$ cat config.mk
export PLATFORM = sky130hd
export DESIGN_NAME = cla_serial_add_ctrl
export DESIGN_NICKNAME = d
export VERILOG_FILES = /design/src/rtl/cla_serial_add_ctrl.sv
export SDC_FILE = /design/constraint.sdc
export NUM_CORES = 1
export LEC_CHECK = 0
export ABC_AREA = 1
export BUFFER_PORTS_ARGS = -buffer_cell sky130_fd_sc_hd__buf_2
export CAP_MARGIN = 20
export CORE_ASPECT_RATIO = 0.75
export CORE_MARGIN = 4
export CORE_UTILIZATION = 50
export DETAILED_ROUTE_END_ITERATION = 16
export PLACE_DENSITY_LB_ADDON = 0.1
export SYNTH_ARGS = -nofsm -noshare
export SYNTH_HDL_FRONTEND = slang
export SYNTH_SLANG_ARGS = --single-unit
$ cat constraint.sdc
create_clock -name clk -period 5 [get_ports clk]
set_input_delay 0.75 -clock clk [delete_from_list [all_inputs] [get_ports clk]]
set_output_delay 0.75 -clock clk [all_outputs]
set_load 0.02 [all_outputs]
$ cat src/rtl/cla_serial_add_ctrl.sv
// Serial WIDTH-bit adder/subtractor built around one 8-bit carry-lookahead
// adder. Operands are latched on start and walked least-significant byte
// first, one byte per cycle, with the inter-byte carry held in a register.

// 8-bit carry-lookahead adder with group generate/propagate outputs.
module add_8_bit (
  input  logic [7:0] i_a,
  input  logic [7:0] i_b,
  input  logic       i_c,
  output logic [7:0] o_sum,
  output logic       o_g,
  output logic       o_p
);
  logic [7:0] w_g;
  logic [7:0] w_p;
  logic [7:0] w_c;
  logic       w_gg;

  assign w_g   = i_a & i_b;
  assign w_p   = i_a ^ i_b;
  assign o_sum = w_p ^ w_c;
  assign o_g   = w_gg;
  assign o_p   = &w_p;

  // Every bit carry and the group generate are flattened sums of g/p products.
  always_comb begin
    logic v_t;
    // NOTE: every variable written here gets a value before any branch or
    // loop, so no path can leave it holding an old value (no latch).
    w_c  = '0;
    w_gg = 1'b0;
    v_t  = 1'b0;
    for (int i = 0; i < 8; i++) begin
      v_t = i_c;
      for (int j = 0; j < i; j++) begin
        v_t = w_g[j] | (w_p[j] & v_t);
      end
      w_c[i] = v_t;
    end
    for (int j = 0; j < 8; j++) begin
      w_gg = w_g[j] | (w_p[j] & w_gg);
    end
  end
endmodule

module cla_serial_add_ctrl #(
  parameter int WIDTH = 32
) (
  input  logic             clk,
  input  logic             rst,
  input  logic             start,
  input  logic             sub,
  input  logic             c_in,
  input  logic [WIDTH-1:0] a,
  input  logic [WIDTH-1:0] b,
  output logic             ready,
  output logic             done,
  output logic [WIDTH-1:0] s,
  output logic             c_out,
  output logic             ovf
);
  localparam int NBYTES = WIDTH / 8;
  localparam int CW     = (NBYTES > 1) ? $clog2(NBYTES) : 1;

  typedef enum logic [1:0] {
    S_IDLE,
    S_RUN,
    S_DONE
  } state_t;

  state_t           r_state;
  logic [WIDTH-1:0] r_a;
  logic [WIDTH-1:0] r_b;
  logic [WIDTH-1:0] r_s;
  logic [CW-1:0]    r_idx;
  logic             r_carry;
  logic             r_ready;
  logic             r_done;
  logic             r_c_out;
  logic             r_ovf;

  logic [CW+2:0]    w_shift;
  logic [7:0]       w_a_byte;
  logic [7:0]       w_b_byte;
  logic [7:0]       w_sum;
  logic             w_g;
  logic             w_p;
  logic             w_byte_carry;
  logic             w_last;
  logic [WIDTH-1:0] w_s_next;

  // Bit offset of the current byte; shifts avoid out-of-range part-selects
  // when WIDTH is a single byte.
  assign w_shift  = {r_idx, 3'b000};
  assign w_a_byte = 8'(r_a >> w_shift);
  assign w_b_byte = 8'(r_b >> w_shift);
  assign w_last   = (r_idx == CW'(NBYTES - 1));

  add_8_bit u_add (
    .i_a   (w_a_byte),
    .i_b   (w_b_byte),
    .i_c   (r_carry),
    .o_sum (w_sum),
    .o_g   (w_g),
    .o_p   (w_p)
  );

  assign w_byte_carry = w_g | (w_p & r_carry);
  assign w_s_next     = (r_s & ~(WIDTH'(8'hFF) << w_shift))
                      | (WIDTH'(w_sum) << w_shift);

  assign ready = r_ready;
  assign done  = r_done;
  assign s     = r_s;
  assign c_out = r_c_out;
  assign ovf   = r_ovf;

  // Sequencer: accept in IDLE, one byte per RUN cycle, single-cycle DONE.
  always_ff @(posedge clk) begin
    // NOTE: state is updated with non-blocking assignments so every register
    // in this block sees the pre-edge values of the others.
    if (rst) begin
      // NOTE: operand and result registers are reset too, so the datapath
      // holds known values after an aborted operation.
      r_state <= S_IDLE;
      r_a     <= '0;
      r_b     <= '0;
      r_s     <= '0;
      r_idx   <= '0;
      r_carry <= 1'b0;
      r_ready <= 1'b1;
      r_done  <= 1'b0;
      r_c_out <= 1'b0;
      r_ovf   <= 1'b0;
    end else begin
      case (r_state)
        S_IDLE: begin
          if (start) begin
            r_a     <= a;
            r_b     <= sub ? ~b : b;
            r_carry <= sub ? 1'b1 : c_in;
            r_idx   <= '0;
            r_s     <= '0;
            r_ready <= 1'b0;
            r_state <= S_RUN;
          end
        end
        S_RUN: begin
          r_s     <= w_s_next;
          r_carry <= w_byte_carry;
          if (w_last) begin
            r_c_out <= w_byte_carry;
            r_ovf   <= (r_a[WIDTH-1] == r_b[WIDTH-1]) && (w_sum[7] != r_a[WIDTH-1]);
            r_done  <= 1'b1;
            r_state <= S_DONE;
          end else begin
            r_idx <= r_idx + 1'b1;
          end
        end
        S_DONE: begin
          r_done  <= 1'b0;
          r_ready <= 1'b1;
          r_state <= S_IDLE;
        end
        default: begin
          r_done  <= 1'b0;
          r_ready <= 1'b1;
          r_state <= S_IDLE;
        end
      endcase
    end
  end
endmodule

* Word level (Yosys, flattened, before mapping)
Index checks and enable logic that the tools add are counted.
Widths: inputs -> output; s select.
** Operators by class
- Add/subtract/negate cells :: 1
- Equal/unequal tests :: 7
- Shift operators :: 4
- Muxes and demuxes :: 16
- Bitwise logic cells :: 39
- Reduce and logical (&&, ||, !) cells :: 11
** Operators with widths (number)
- $mux 32 :: 2
- $not 32->32 :: 2
- $pmux 32 s2 :: 1
- $shr 32x5->8 :: 2
- $and 32x32->32 :: 1
- $or 32x32->32 :: 1
- $shl 8x5->32 :: 1
- $shl 8x5->32 const A :: 1
- $xor 8x8->8 :: 2
- $and 1x1->1 :: 15
- $or 1x1->1 :: 15
- $reduce_and 2->1 :: 6
- $and 8x8->8 :: 1
- $mux 2 :: 4
- $pmux 2 s2 :: 2
- $reduce_and 8->1 :: 1
- $ne 2x2->1 const B :: 3
- $pmux 1 s2 :: 3
- $mux 1 :: 4
- $reduce_and 3->1 :: 1
- $add 2x1->2 const B :: 1
- $eq 2x1->1 const B :: 1
- $eq 2x2->1 const B :: 1
- $logic_not 2->1 :: 1
- other kinds (5) :: 6
** Storage, ports and cells
- Register bits after elaboration :: 105
- Input port bits :: 69
- Output and inout port bits :: 36
- Word-level logic and storage cells :: 88

* Longest topological paths before layout
Gate-level depths: netlist of run 1.
- Depth after elaboration :: 20
- Depth in mapped cells :: 22
- Mapped depth without buffers :: 21

* By module
A second synthesis of run 1 with hierarchy kept.
** Second synthesis, totals
- Cell total of the unflattened synthesis :: 781
- Area, all modules :: 5326.4 µm²
** Modules (own cells, without submodules)
- cla_serial_add_ctrl :: instances 1, cells each 736, area each 4963.5 µm², sequential area each 2102.0 µm²
- add_8_bit :: instances 1, cells each 45, area each 362.8 µm², sequential area each 0.0 µm²

* Least setup slack after synthesis of run 1
No wires, ideal clock.
- Kind :: register -> register
- Start point :: register r_idx[0]
- End point :: register r_ovf, in the netlist ovf
- Setup time :: 115 ps
- Arrival time :: 4607 ps
- Path slack :: 277 ps
- Cell stages (with the launch flop) :: 18
- Buffers on the path :: 2
- Period minus slack after synthesis :: 4723 ps
- Cells stage by stage :: dfxtp_1 > buf_2 > inv_1 > clkbuf_1 > o21ai_0 > o22ai_1 > fa_1 > inv_1 > fa_1 > fa_1 > fa_1 > fa_1 > fa_1 > fa_1 > xor2_1 > o21ai_0 > o21ai_0 > inv_1
** On the way
- Cells in the longest elaborated chain, start to end :: 19
- Elaborated cells between the ends (all ways) :: 23
** Ends and longest elaborated chain
- start: declaration :: RTL line 75 : logic [CW-1:0] r_idx;
- start signal: assignment :: RTL line 157 : r_idx <= r_idx + 1'b1;
- $shr 32x5->8 (on tied branches) :: RTL line 95, 96
- $xor 8x8->8 :: RTL line 20 : assign w_p = i_a ^ i_b;
- $and 1x1->1 :: RTL line 36 : v_t = w_g[j] | (w_p[j] & v_t);
- $or 1x1->1 :: RTL line 36
- $and 1x1->1 :: RTL line 36
- $or 1x1->1 :: RTL line 36
- $and 1x1->1 :: RTL line 36
- $or 1x1->1 :: RTL line 36
- [... 3 more ...]
- $or 1x1->1 :: RTL line 36
- $and 1x1->1 :: RTL line 36
- $or 1x1->1 :: RTL line 36
- $and 1x1->1 :: RTL line 36
- $or 1x1->1 :: RTL line 36
- $xor 8x8->8 :: RTL line 21 : assign o_sum = w_p ^ w_c;
- $ne 1x1->1 :: RTL line 153 : r_ovf <= (r_a[WIDTH-1] == r_b[WIDTH-1]) && (w_sum[7] != r_a[WIDTH-1]);
- $logic_and 1x1->1 :: RTL line 153
- end signal: assignment :: RTL line 153
- end: declaration :: RTL line 80 : logic r_ovf;
Parallel ways exist; a longest one is shown, timed or not.
A chain may end at the register's enable or synchronous reset.

* Final worst setup path of run 1
Same ends and word-level chain as after synthesis.

==> out/qor.yml, run 1 <==
global_route:
  first_global_vias: 4276
  grt-ovfl-total: 0
  antenna_found_initial: 0
  grt_max_degree: 66
  grt_first_pass_wirelength_um: 21400
  grtUsageTotal: 0.224
routing:
  finalWirelength_um: 13200
  post_drt_wl_per_cell_um: 15.2
  via_count: 4469
  dr.pass1.iters: 5
  viasPerCell: 5.14
  drtAntennaViolNets: 0
  drt-initial-drc-count: 314
  drc: 0
cells_and_area:
  seq_area_um2: 2100
  n_antenna_cell: 0
  drive_above_1_share: 0.240
  final_cell_mix: "nor2_1 (116), buf_2 (104), dfxtp_1 (103)"
  mostFrequentLayoutCell: "nor2_1"
  nNetsFinal: 820
  fin_cells: 869
  layout-area-overhead-vs-synth_pct: 17.8
  stdcell_area_um2: 6010
  multiInputGateArea_um2: 2600
  fill_cells: 893
synth:
  synth.distinct_cells: 30
  ys_seq_elements: 105
  synthArstFlopShare: 0
  synth.cell_area_um2: 5100
  syn_area_per_cell_um2: 7.85
  synth_edf_count: 0
  synth-seq-area-share: 0.412
  synth_nets: 738
  ys_warn_count: 0
  syn_inst: 650
  synth_flop_cell: "dfxtp_1"
placement:
  dp_worst_setup_slack_ns: 0.189
  placed_area_um2: 5660
  gp_congestion: 0.860
  portBuffers: 104
  hpwl_um: 9630
  dp.cells: 853
cts:
  cts_max_level: 3
  post-cts-setup-buffers: 0
  clock_latency_ns: 0.35
  cts_tree: "built"
  clk_pin_slew_ns: 0.07
  cts-hold-fix-buffers: 0
  cts_buffers: 9
  cts_sinks: 105
  cts_buffer_depth: 2
  cts_root_buf: "clkbuf_16"
setup_path:
  reg2regPathDepth: 16
  start_kind: "flop"
  reg2reg_from: "r_idx[0]"
  worstPathRequired_ns: 5.25
  critical_path_class: "reg -> reg"
  crit_fanout: 25
  endpoint_kind: "flop"
  critPathLaunch: "r_idx[0]"
  arrival_ns: 4.97
die:
  fp.dieH_um: 95.5
  ios: 105
  coreArea_um2: 9810
  initial_utilization: 0.520
  rows: 31
  dieArea_um2: 11900
  die_w_um: 125
min_path:
  hold_depth: 2
  hold_path.class: "reg -> reg"
  hold_path_startpoint: "ready"
sta:
  slew_viol_final: 0
  finalCriticalPeriod_ns: 4.72
  finalSetupViolCount: 0
  finalHoldViolations: 0
  setup_ws_ns: 0.279
  relSlewSlack: 0.375
  worstMarginPinSlew_ns: 0.937
  tns_ns: 0
  clock_skew_ns: 0.00764
  fmax_mhz: 212
  finalCritPeriodShare: 0.944
pwr:
  p_int_w: 0.00155
  seqPwrFrac: 0.414
  switching_share: 0.318
  pwr-share-comb: 0.239
  clkPwrFrac: 0.346
  powerDensity_nw_per_um2: 379
  power.switching_w: 0.000725
  p_leak_nw: 2.58
  peakVddDrop_uv: 251
run:
  maxCapViolCount: 0
run_status:
  status: "complete, no violations"
==> path summary, 6_finish.rpt <==
path / endpoint / slack [ns]
worst max-delay path: ovf / 0.28
worst min-delay path: ready / 0.44
worst min register to register: ready / 0.44
worst max register to register: ovf / 0.28
==> power groups by stage <==
stage               combinational (W)  sequential (W)  clock [W]
floorplan                    0.000370        0.000961          0
global placement             0.000522        0.000961          0
detailed placement           0.000535        0.000961          0
CTS                          0.000542        0.000942   0.000800
global route                 0.000617        0.000949   0.000828
finish                       0.000545        0.000944   0.000789
==> cells in the mapped netlist (2+ instances only) <==
| cell | instances | area share |
|---|---|---|
| a211oi_1 | 23 | 0.034 |
| a211oi_2 | 3 | 0.0074 |
| a21oi_1 | 56 | 0.055 |
| a32oi_1 | 12 | 0.021 |
| buf_1 | 2 | 0.0015 |
| buf_2 | 17 | 0.017 |
| buf_4 | 6 | 0.0088 |
| clkbuf_1 | 18 | 0.013 |
| dfxtp_1 | 105 | 0.41 |
| fa_1 | 7 | 0.027 |
| ha_1 | 12 | 0.029 |
| inv_1 | 47 | 0.035 |
| inv_2 | 2 | 0.0015 |
| inv_4 | 2 | 0.0025 |
| nand2_1 | 70 | 0.051 |
| nand2_2 | 25 | 0.031 |
| nand3_1 | 17 | 0.017 |
| nor2_1 | 116 | 0.085 |
| nor2_4 | 3 | 0.0066 |
| nor2_8 | 2 | 0.0078 |
| o21ai_0 | 60 | 0.059 |
| o21ai_4 | 3 | 0.0096 |
| o22ai_1 | 4 | 0.0049 |
| xnor2_1 | 25 | 0.043 |
| xor2_1 | 8 | 0.014 |
==> critical path, stage by stage, from the launching register on <==
cell and delay (ns):
dfxtp_2 0.37, buf_6 0.21, o21ai_0 0.10, o22ai_1 0.27, fa_1 0.24, inv_1 0.06, fa_1 0.44, fa_1 0.46
fa_1 0.46, fa_1 0.46, fa_1 0.48, fa_1 0.49, xor2_2 0.22, nand3_1 0.07, o21ai_0 0.07, o21ai_0 0.15
inv_1 0.05
==> repair_timing <==
action	in CTS	in global routing
gates resized for setup	0	5
hold endpoints to repair	0	0
endpoints found under the setup margin	0	5
==> metal layers <==
metal / vias to the layer above / wire length [um] / GRT usage
met5: - / 0 / 0
met2: 135 / 5710 / 0.341
met3: 13 / 798 / 0.0571
met4: 0 / 135 / 0.0575
met1: 2041 / 6530 / 0.318
li1: 2280 / - / -
==> final cells by class <==
type	count	area share
Multi-Input combinational cell	450	0.433
Inverter	51	0.0333
Timing Repair Buffer	115	0.101
Clock inverter	6	0.0158
Tap cell	132	0.0275
Clock buffer	10	0.0397
Sequential cell	105	0.350
==> through the flow <==
step | hold WS, ns | util | power [W]
2_1_floorplan | 0.430 | - | 0.00133
3_3_place_gp | 0.424 | 0.576 | 0.00148
3_5_place_dp | 0.428 | 0.576 | 0.00150
4_1_cts | 0.444 | 0.610 | 0.00228
5_1_grt | 0.472 | 0.613 | 0.00239
6_report | 0.443 | 0.613 | 0.00228
==> flip-flops by register name, indices dropped and copies added, names as in the netlist <==
register,cells
c_out,1
done,1
ovf,1
r_a,32
r_b,32
r_carry,1
r_idx,2
r_state,2
ready,1
s,32
==> cell families (layout without fill, tap and decap cells) <==
logic type      count (synthesis)  after routing  synth area share
simple gates                  235            235             0.201
compound gates                163            163             0.193
flops                         105            105             0.412
buf+inv                        95            182            0.0809
xor+xnor                       33             33            0.0566
fa+ha+maj                      19             19            0.0569
Note: power is estimated with default switching activity, not from simulation.
==> inputs of run 2 (changes only) <==
- BUFFER_PORTS_ARGS: -buffer_cell sky130_fd_sc_hd__buf_2 -> not set
- CORE_UTILIZATION: 50 -> 30
- DONT_BUFFER_PORTS: not set -> 1
==> run 2 against run 1 <==
Against the previous run:
- power decreased by 6.4%
- count of clock-buffer cells in the layout unchanged
- clock power shrank 14%
- utilization decreased by 27 points
- routed wire length up 9.8%
- critical endpoint unchanged
- largest power group unchanged
- highest routed layer unchanged
==> out/qor.yml, run 2 (synthesis gave the netlist of run 1 again) <==
die:
  die_w_um: 159  # +27%
  ios: 105  # unchanged
  rows: 40  # +29%
  initial_utilization: 0.312  # -0.208
  coreArea_um2: 16400  # +67%
  dieArea_um2: 19200  # +61%
  fp.dieH_um: 121  # +27%
setup_path:
  crit_fanout: 9  # -64%
  cp_cell_sequence: "inv_1 -> buf_4 -> nand2_1 -> a32oi_1 -> inv_1 -> fa_1 -> fa_1 -> fa_1 -> fa_1 -> fa_1 -> fa_1 -> xor2_2 -> nand3_1 -> o21ai_0 -> o21ai_0 -> inv_1"
  r2r_slack_ns: 0.39  # +0.11 ns
  cp_num_buf_inv: 4  # +1
  critical_path_class: "reg -> reg"
  start_kind: "flop"
  endpoint_kind: "flop"
  critPathMaxStageDelay_ns: 0.48  # about the same
  crit_top_cell: "fa_1"
  slowest_stage: "fa_1"
  cpLargestDelayFamily: "adder cells"
  worstPathRequired_ns: 5.25  # about the same
  arrival_ns: 4.86  # -0.11 ns
sta:
  fin_hold_ws_ns: 0.465  # +0.0219 ns
  fmax_mhz: 217  # +2.3%
  finalHoldViolations: 0  # unchanged
  finalCritPeriodShare: 0.923  # -0.0216
  finalSetupViolCount: 0  # unchanged
  rsz0062_at_grt: "no"
  worstMarginPinSlew_ns: 0.917  # -0.0203 ns
  clock_skew_ns: 0.00615  # -0.00149 ns
  finalCriticalPeriod_ns: 4.61  # -0.108 ns
  relSlewSlack: 0.388  # +0.0135
  slew_viol_final: 0  # unchanged
  setup_ws_ns: 0.386  # +0.108 ns
  tns_ns: 0  # unchanged
cts:
  clk_pin_slew_ns: 0.07  # about the same
  cts_sinks: 105  # unchanged
  cts_buffer_depth: 2  # unchanged
  post-cts-setup-buffers: 0  # unchanged
  cts_resized: 0  # unchanged
  cts_tree: "built"
  cts_max_level: 3  # unchanged
  cts_root_buf: "clkbuf_16"
  cts_buffers: 9  # unchanged
  clock_latency_ns: 0.35  # about the same
  cts-hold-fix-buffers: 0  # unchanged
run:
  maxCapViolCount: 0  # unchanged
cells_and_area:
  drive_above_1_share: 0.115  # -0.125
  nNetsFinal: 716  # -13%
  stdcell_area_um2: 5540  # -7.8%
  fill_cells: 1718  # +92%
  n_antenna_cell: 0  # unchanged
  final_cell_mix: "nor2_1 (116), dfxtp_1 (104), nand2_1 (70)"
  layout-area-overhead-vs-synth_pct: 8.61
  mostFrequentLayoutCell: "nor2_1"
placement:
  hpwl_um: 10900  # +13%
  portBuffers: 0  # -100%
  gp_congestion: 0.828  # -3.8%
  placed_area_um2: 5230  # -7.5%
  dp_worst_setup_slack_ns: 0.319  # +0.130 ns
global_route:
  grt_util_met3: 0.0471  # -0.0101
  grt_max_degree: 67  # +1.5%
  grt-ovfl-total: 0  # unchanged
  grt_use_met1: 0.227  # -0.0909
  grtUsageMet2: 0.220  # -0.121
  grtUsageTotal: 0.155  # -0.0692
  busiest_layer: "met1"
  antenna_found_initial: 0  # unchanged
  first_global_vias: 4015  # -6.1%
  grt_first_pass_wirelength_um: 22800  # +6.9%
routing:
  post_drt_wl_per_cell_um: 17.2  # +13%
  drt-initial-drc-count: 327  # +4.1%
  viasPerCell: 4.82  # -6.3%
  drc: 0  # unchanged
  drtAntennaViolNets: 0  # unchanged
  finalWirelength_um: 14500  # +9.8%
  dr.pass1.iters: 5  # unchanged
  via_count: 4062  # -9.1%
min_path:
  hold_path.class: "in -> reg"
pwr:
  p_leak_nw: 2.09  # -19%
  peakVddDrop_uv: 141  # -44%
  powerDensity_nw_per_um2: 385  # +1.6%
run_status:
  status: "complete, no violations"
-- run 2: per-stage QoR --
step,total power (W),util,cells
after floorplan,0.00133,-,650
after global placement,0.00147,0.320,827
after detailed placement,0.00147,0.320,827
after CTS,0.00216,0.337,843
after global routing,0.00226,0.339,843
final,0.00213,0.339,843
-- run 2: where the power goes --
group	switching, W	internal [W]	total [W]
clock network	0.000323	0.000352	0.000676
registers	0.0000603	0.000899	0.000959
logic	0.000324	0.000174	0.000498
-- run 2: layout make-up --
type / count / area (um^2) / share of cell area
Multi-Input combinational cell: 450 / 2620 / 0.472
Tap cell: 210 / 263 / 0.0474
Sequential cell: 105 / 2100 / 0.379
Clock inverter: 6 / 42.5 / 0.00767
Clock buffer: 10 / 239 / 0.0431
Inverter: 51 / 196 / 0.0354
Timing Repair Buffer: 11 / 82.6 / 0.0149
-- run 2: path summary, 6_finish.rpt --
path / start / endpoint / cells after the start
setup reg to reg: r_idx[0] / ovf / 16
hold / removal: rst / r_carry / 1
hold reg to reg: r_b[1] / r_b[1] / 2
setup / recovery: r_idx[0] / ovf / 16
-- run 2: per-layer routing --
layer,part of all wire,vias up
met1,0.51,1875
met2,0.41,99
met5,0,-
met4,0.0097,0
met3,0.065,12
li1,-,2076
-- run 2: worst reg2reg max path, cell delays in order, from the launching register on --
cell and delay [ns]:
dfxtp_2 0.36, inv_1 0.19, buf_4 0.21, nand2_1 0.07, a32oi_1 0.24, inv_1 0.11
fa_1 0.44, fa_1 0.47, fa_1 0.46, fa_1 0.46, fa_1 0.46, fa_1 0.48
xor2_2 0.22, nand3_1 0.09, o21ai_0 0.08, o21ai_0 0.15, inv_1 0.05
